==> src/rtl/game_pkg.sv <==
// game_pkg
// Shared definitions for the lane-based game: wave scheduler state
// encoding, lane count, default health / kill-target constants (also used
// by the 7-segment display logic), the LFSR seed and a 12-bit mod-3 helper.
package game_pkg;

  typedef enum logic [2:0] {
    IDLE   = 3'd0,
    WAIT   = 3'd1,
    SPAWN  = 3'd2,
    ACTIVE = 3'd3,
    DONE   = 3'd4
  } state_e;

  localparam int unsigned LANE_COUNT       = 3;
  localparam int unsigned HEALTH_INIT_DEF  = 3;
  localparam int unsigned KILLS_TO_WIN_DEF = 6;

  localparam logic [15:0] LFSR_SEED = 16'hACE1;

  // 4 == 1 (mod 3), so summing the six base-4 digits keeps the residue and
  // shrinks the divide to a 5-bit operand (max digit sum is 18).
  function automatic logic [1:0] mod3_12(input logic [11:0] x);
    logic [4:0] s;
    s = '0;
    for (int i = 0; i < 6; i++) begin
      s = s + {3'b000, x[2*i +: 2]};
    end
    return 2'(s % 5'(LANE_COUNT));
  endfunction

endpackage

==> src/rtl/lane_picker.sv <==
// lane_picker
// Chooses a spawn lane 0..2 from the live mic sample. The output is purely
// combinational; only the optional LFSR is registered.
//
// Build option: WAVE_SCHED_LFSR_MIX_EN
//   defined   - 16-bit Fibonacci LFSR (taps 16,14,13,11, seed 16'hACE1)
//               advances every clock and is XOR-mixed into the sample.
//   undefined - lane = mic mod 3, no flops and no clock/reset ports.
//
// Ports:
//   clock, reset  in   clock and synchronous active-high reset (LFSR build only)
//   mic_i         in   12-bit mic sample
//   lane_o        out  lane 0..2
module lane_picker
  import game_pkg::*;
(
`ifdef WAVE_SCHED_LFSR_MIX_EN
  input  logic        clock,
  input  logic        reset,
`endif
  input  logic [11:0] mic_i,
  output logic [1:0]  lane_o
);

`ifdef WAVE_SCHED_LFSR_MIX_EN
  logic [15:0] lfsr_q;
  logic [15:0] lfsr_d;

  always_comb begin
    lfsr_d = {lfsr_q[14:0], lfsr_q[15] ^ lfsr_q[13] ^ lfsr_q[12] ^ lfsr_q[10]};
  end

  always_ff @(posedge clock) begin
    if (reset) begin
      lfsr_q <= LFSR_SEED;
    end else begin
      lfsr_q <= lfsr_d;
    end
  end

  assign lane_o = mod3_12(mic_i ^ lfsr_q[11:0]);
`else
  assign lane_o = mod3_12(mic_i);
`endif

endmodule

==> src/rtl/wave_scheduler.sv <==
// wave_scheduler
// Sequences enemy waves: waits SPAWN_INTERVAL clocks, requests a spawn on a
// picked lane, then waits for the enemy to be killed or to reach the player.
// Tracks health, kill count and enemy speed, and declares win or lose.
//
// Build option: WAVE_SCHED_LFSR_MIX_EN (LFSR mixing in lane_picker).
//
// Ports:
//   clock          in   system clock
//   reset          in   synchronous active-high reset
//   start_game     in   level, high = game running, low = abort / idle
//   mic_in         in   12-bit mic sample (lane entropy)
//   spawn_ack      in   datapath accepted the spawn
//   enemy_killed   in   pulse, current enemy killed
//   enemy_reached  in   pulse, enemy reached the player column
//   spawn_req      out  request to place an enemy
//   spawn_lane     out  lane 0..2, held after the request
//   enemy_speed    out  clocks per enemy pixel step
//   health         out  remaining lives
//   kill_count     out  kills so far
//   end_game       out  game finished
//   lose           out  qualifies end_game
//
// state  | meaning
// IDLE   | outputs at reset values, waiting for start_game
// WAIT   | counting the inter-spawn interval
// SPAWN  | spawn_req high, lane frozen, waiting for spawn_ack
// ACTIVE | enemy on the field, waiting for kill or reach
// DONE   | end_game/lose held until start_game drops
module wave_scheduler
  import game_pkg::*;
#(
  parameter int unsigned SPAWN_INTERVAL = 6250000,
  parameter int unsigned SPEED_INIT     = 400000,
  parameter int unsigned SPEED_STEP     = 50000,
  parameter int unsigned SPEED_MIN      = 100000,
  parameter int unsigned HEALTH_INIT    = HEALTH_INIT_DEF,
  parameter int unsigned KILLS_TO_WIN   = KILLS_TO_WIN_DEF
) (
  input  logic        clock,
  input  logic        reset,
  input  logic        start_game,
  input  logic [11:0] mic_in,
  input  logic        spawn_ack,
  input  logic        enemy_killed,
  input  logic        enemy_reached,
  output logic        spawn_req,
  output logic [1:0]  spawn_lane,
  output logic [31:0] enemy_speed,
  output logic [3:0]  health,
  output logic [3:0]  kill_count,
  output logic        end_game,
  output logic        lose
);

  // Speed may step down only while it is at least this far above the floor;
  // 33 bits so the sum cannot wrap.
  localparam logic [32:0] DEC_FLOOR = 33'(SPEED_MIN) + 33'(SPEED_STEP);

  state_e      state_q,     state_d;
  logic [31:0] cnt_q,       cnt_d;
  logic        spawn_req_q, spawn_req_d;
  logic [1:0]  lane_q,      lane_d;
  logic [31:0] speed_q,     speed_d;
  logic [3:0]  health_q,    health_d;
  logic [3:0]  kills_q,     kills_d;
  logic        end_q,       end_d;
  logic        lose_q,      lose_d;

  logic [1:0]  lane_pick;
  logic [31:0] speed_dec;
  logic [3:0]  kills_inc;
  logic [3:0]  health_dec;
  logic        go_idle;

  lane_picker u_lane_picker (
`ifdef WAVE_SCHED_LFSR_MIX_EN
    .clock  (clock),
    .reset  (reset),
`endif
    .mic_i  (mic_in),
    .lane_o (lane_pick)
  );

  assign speed_dec  = ({1'b0, speed_q} >= DEC_FLOOR) ? (speed_q - 32'(SPEED_STEP))
                                                     : 32'(SPEED_MIN);
  assign kills_inc  = kills_q + 4'd1;
  assign health_dec = health_q - 4'd1;

  always_comb begin
    state_d     = state_q;
    cnt_d       = cnt_q;
    spawn_req_d = spawn_req_q;
    lane_d      = lane_q;
    speed_d     = speed_q;
    health_d    = health_q;
    kills_d     = kills_q;
    end_d       = end_q;
    lose_d      = lose_q;
    go_idle     = 1'b0;

    unique case (state_q)
      IDLE: begin
        if (start_game) begin
          state_d = WAIT;
          cnt_d   = '0;
        end
      end

      WAIT: begin
        if (!start_game) begin
          go_idle = 1'b1;
        end else if (cnt_q == 32'(SPAWN_INTERVAL - 1)) begin
          state_d     = SPAWN;
          lane_d      = lane_pick;
          spawn_req_d = 1'b1;
          cnt_d       = '0;
        end else begin
          cnt_d = cnt_q + 32'd1;
        end
      end

      SPAWN: begin
        if (!start_game) begin
          go_idle = 1'b1;
        end else if (spawn_ack) begin
          state_d     = ACTIVE;
          spawn_req_d = 1'b0;
        end
      end

      ACTIVE: begin
        if (!start_game) begin
          go_idle = 1'b1;
        end else if (enemy_killed) begin
          // A simultaneous reach is dropped: the kill takes priority.
          kills_d = kills_inc;
          speed_d = speed_dec;
          if (kills_inc == 4'(KILLS_TO_WIN)) begin
            state_d = DONE;
            end_d   = 1'b1;
            lose_d  = 1'b0;
          end else begin
            state_d = WAIT;
            cnt_d   = '0;
          end
        end else if (enemy_reached && (health_q != 4'd0)) begin
          health_d = health_dec;
          if (health_dec == 4'd0) begin
            state_d = DONE;
            end_d   = 1'b1;
            lose_d  = 1'b1;
          end else begin
            state_d = WAIT;
            cnt_d   = '0;
          end
        end
      end

      DONE: begin
        if (!start_game) begin
          go_idle = 1'b1;
        end
      end

      default: begin
        go_idle = 1'b1;
      end
    endcase

    // Leaving the game by any route restores every output to its reset value.
    if (go_idle) begin
      state_d     = IDLE;
      cnt_d       = '0;
      spawn_req_d = 1'b0;
      lane_d      = '0;
      speed_d     = 32'(SPEED_INIT);
      health_d    = 4'(HEALTH_INIT);
      kills_d     = '0;
      end_d       = 1'b0;
      lose_d      = 1'b0;
    end
  end

  always_ff @(posedge clock) begin
    if (reset) begin
      state_q     <= IDLE;
      cnt_q       <= '0;
      spawn_req_q <= 1'b0;
      lane_q      <= '0;
      speed_q     <= 32'(SPEED_INIT);
      health_q    <= 4'(HEALTH_INIT);
      kills_q     <= '0;
      end_q       <= 1'b0;
      lose_q      <= 1'b0;
    end else begin
      state_q     <= state_d;
      cnt_q       <= cnt_d;
      spawn_req_q <= spawn_req_d;
      lane_q      <= lane_d;
      speed_q     <= speed_d;
      health_q    <= health_d;
      kills_q     <= kills_d;
      end_q       <= end_d;
      lose_q      <= lose_d;
    end
  end

  assign spawn_req   = spawn_req_q;
  assign spawn_lane  = lane_q;
  assign enemy_speed = speed_q;
  assign health      = health_q;
  assign kill_count  = kills_q;
  assign end_game    = end_q;
  assign lose        = lose_q;

endmodule

==> config.mk <==
export PLATFORM = sky130hd
export DESIGN_NAME = wave_scheduler
export DESIGN_NICKNAME = d
export VERILOG_FILES = /design/src/rtl/game_pkg.sv /design/src/rtl/lane_picker.sv /design/src/rtl/wave_scheduler.sv
export SDC_FILE = /design/constraint.sdc
export NUM_CORES = 1
export LEC_CHECK = 0
export BUFFER_PORTS_ARGS = -buffer_cell sky130_fd_sc_hd__buf_2
export CELL_PAD_IN_SITES_DETAIL_PLACEMENT = 1
export CELL_PAD_IN_SITES_GLOBAL_PLACEMENT = 1
export CORE_MARGIN = 3
export CORE_UTILIZATION = 30
export CTS_BUF_LIST = sky130_fd_sc_hd__clkbuf_4
export DETAILED_ROUTE_END_ITERATION = 7
export GPL_ROUTABILITY_DRIVEN = 0
export HOLD_SLACK_MARGIN = 0.06
export PLACE_DENSITY_LB_ADDON = 0.1
export SLEW_MARGIN = 10
export SYNTH_ARGS = -nofsm -noshare
export SYNTH_HDL_FRONTEND = slang
export SYNTH_HIERARCHICAL = 1
export SYNTH_SLANG_ARGS = --single-unit
==> constraint.sdc <==
create_clock -name clock -period 5.05 [get_ports clock]
set_clock_uncertainty 0.1 [all_clocks]
set_input_delay 0 -clock clock [delete_from_list [all_inputs] [get_ports clock]]
set_output_delay 0 -clock clock [all_outputs]
set_load 0.01 [all_outputs]
==> results.cfg <==
[clocking]
numCtsBuffers = 9
post_cts_buffers = 0
hold_buffers = 10
htree_num_levels = 3
cts_resized = 0
clock_path_buffers = 2
clock_latency_ns = 0.45
clockRootBuffer = clkbuf_4
cts.sinks = 76
path_clk_slew_ns = 0.12
cts_tree = built

[yosys]
netlist.area_leader.share_pct = 33.2
ys_dominant_reg_cell = dfxtp_1
synth_area_um2 = 4580
avgSynthCellArea_um2 = 8.37
synth_cells = 548
synth.largest_area_cell = dfxtp_1
yosysSeqAreaShare_pct = 33.2
async_flop_share_pct = 0
yosysWarningCount = 6
synth_area_leaders = dfxtp_1, a21oi_1, o21ai_0
synth_edf_count = 0
synth_seq_cells = 76
synth_cell_types = 77

[global_routing]
grt_first_pass_wirelength_mm = 20.5
grt_max_degree = 29
grt_pass1_vias = 4240
grt_usage_pct = 15.0
gr-total-overflow = 0
antenna_found_initial = 0

[floorplanning]
ioPinCount = 63
die_w_um = 130
rows = 44
start_util_pct = 31.1
core_um2 = 14800
dieArea_um2 = 16800
die_h_um = 130

[route]
vias = 4275
drt_iter0_drc = 141
ant_nets = 0
wl_mm = 12.2
wl_per_cell_um = 15.3
drc = 0
viasPerCell = 5.34
drt_pass1_iterations = 4

[pwr]
p_per_area_nw_per_um2 = 291
p_leak_nw = 1.90
power_w = 0.00153
max-vdd-ir-drop_v = 0.000177

[final_layout]
multi_input_area_um2 = 2760
final_util_pct = 35.6
fin_area_um2 = 5250
final_common_cell = dfxtp_1
fin_cells = 801
syn_to_final_growth_pct = 14.5
fill_cells = 1778
fin_nets = 650
drive_gt1_share_pct = 16.7
most-common-layout-cells = dfxtp_1, buf_2, a21oi_1
diodes = 0
layout.area.seq_um2 = 1520

[hold_path]
hold_path_class = input port to flop

[setup_path]
worst_setup_path_end_kind = flop
r2r_setup_slack_ns = 1.82
cp.arrival_ns = 4.80
crit_fanout = 5
critical_path_class = input port to flop
slowest_delay_ns = 0.52
crit_path_cell_trace = buf_2 > fa_1 > inv_1 > fa_1 > fa_1 > inv_1 > ha_1 > fa_1 > xnor3_1 > a211o_1 > o22ai_1 > inv_1 > ha_1 > or3b_2 > a31oi_1 > o21ai_0 > o32ai_1 > mux2_1 > mux2i_1 > nor2_1
path_buf_inv = 4
critPathMostFrequentCell = fa_1
cp.required_ns = 5.25
start_kind = input port
cpMaxStageDelayCell = fa_1
cpLargestDelayFamily = adder cells

[sta]
fin_crit_sh_pct = 91.0
fin_crit_ns = 4.60
tightest_slew_ns = 1.11
hold_viol_final = 0
rsz0062_at_grt = no
setup_ws_ns = 0.454
relSlewSlack_pct = 26.0
slew_viol_final = 0
setup_violations = 0
max_freq_mhz = 218

[placement]
place_inst = 775
io_buffers = 58
dpl_cell_area_um2 = 4990
post-dp-hpwl_mm = 8.91
pre_cts_slack_ns = -0.0251

[outcome]
status = finished clean

[run]
maxCapViolations = 0
-- layout make-up --
cell class                      count  share of cell area [%]
Multi-Input combinational cell    415                    52.6
Clock inverter                      5                    1.45
Timing Repair Buffer               76                    8.58
Clock buffer                       11                    1.57
Sequential cell                    76                    29.0
Inverter                           34                    2.43
Tap cell                          184                    4.39
-- worst min-delay path, stage by stage --
cell and delay (ns):
buf_2 0.08, ha_1 0.21, or4_1 0.14, a32oi_1 0.09, mux2i_1 0.12, nor2_1 0.05
-- per-stage QoR --
step	TNS (ns)	hold slack, ns
after detailed placement	-0.0251	0.242
after floorplan	0	-0.00438
after CTS	0	0.174
after global routing	0	0.248
final	0	0.192
after global placement	0	0.239
-- cell families after synthesis --
kind of cell | after synthesis | synth area share (%)
and+or+nand+nor | 216 | 26.9
adders and majority gates | 21 | 6.82
buffers and inverters | 60 | 6.85
muxes | 3 | 0.682
AOI/OAI and AO/OA | 139 | 19.1
DFF | 76 | 33.2
xor gates and xnor gates | 32 | 6.41
other | 1 | 0.0818
-- cells in the mapped netlist, types with 2 or more instances --
| cell | count |
|---|---|
| a21oi_1 | 48 |
| or3_1 | 26 |
| or4_1 | 13 |
| and2_1 | 2 |
| o2111ai_1 | 2 |
| a2111oi_2 | 2 |
| nor3_1 | 9 |
| a21o_1 | 2 |
| nand2b_1 | 2 |
| inv_1 | 34 |
| and3_1 | 5 |
| xnor2_1 | 12 |
| buf_2 | 8 |
| o22a_2 | 2 |
| nand3_2 | 2 |
| nand3b_1 | 2 |
| nor4_1 | 8 |
| nor4b_1 | 5 |
| o31a_1 | 2 |
| mux2i_1 | 2 |
| dfxtp_1 | 76 |
| a31oi_2 | 2 |
| buf_6 | 3 |
| o31ai_1 | 10 |
| a31oi_1 | 2 |
| o22ai_1 | 3 |
| nor2_1 | 44 |
| fa_1 | 7 |
| and4_1 | 4 |
| nand4_1 | 14 |
| a211oi_1 | 3 |
| ha_1 | 13 |
| xor2_1 | 19 |
| o21ai_0 | 42 |
| nor2b_1 | 5 |
| clkbuf_1 | 5 |
| buf_4 | 8 |
| nand3_1 | 24 |
| nand2_1 | 37 |
| nor4_4 | 2 |
-- report_power, final --
| group | total [W] | internal, W | switching (W) | leakage, nW |
|---|---|---|---|---|
| sequential | 0.000603 | 0.000601 | 0.00000195 | 0.613 |
| combinational | 0.000490 | 0.000235 | 0.000255 | 1.21 |
| clock | 0.000432 | 0.000210 | 0.000223 | 0.0845 |
-- final timing paths --
kind	cells past startpoint	endpoint	start
setup reg to reg	9	lose	health[0]
hold reg to reg	2	end_game	end_game
hold / removal	6	spawn_lane[1]	mic_in[8]
setup / recovery	20	spawn_lane[0]	mic_in[0]
-- routing by layer --
| metal | up-vias | wire [µm] | share of wire, % | GRT usage [%] |
|---|---|---|---|---|
| met4 | 0 | 193 | 1.6 | 4.22 |
| met3 | 12 | 346 | 2.8 | 3.67 |
| met2 | 51 | 5760 | 47 | 24.9 |
| li1 | 2108 | - | - | - |
| met1 | 2104 | 5940 | 49 | 19.4 |
| met5 | - | 0 | 0 | 0 |
-- registers in the layout (all words and copies together), names as in the netlist, 2 cells and up --
| name | count |
|---|---|
| enemy_speed | 28 |
| state_q | 3 |
| cnt_q | 32 |
| kill_count | 4 |
| spawn_lane | 2 |
| health | 4 |
Power figures use the tool's default switching activity.
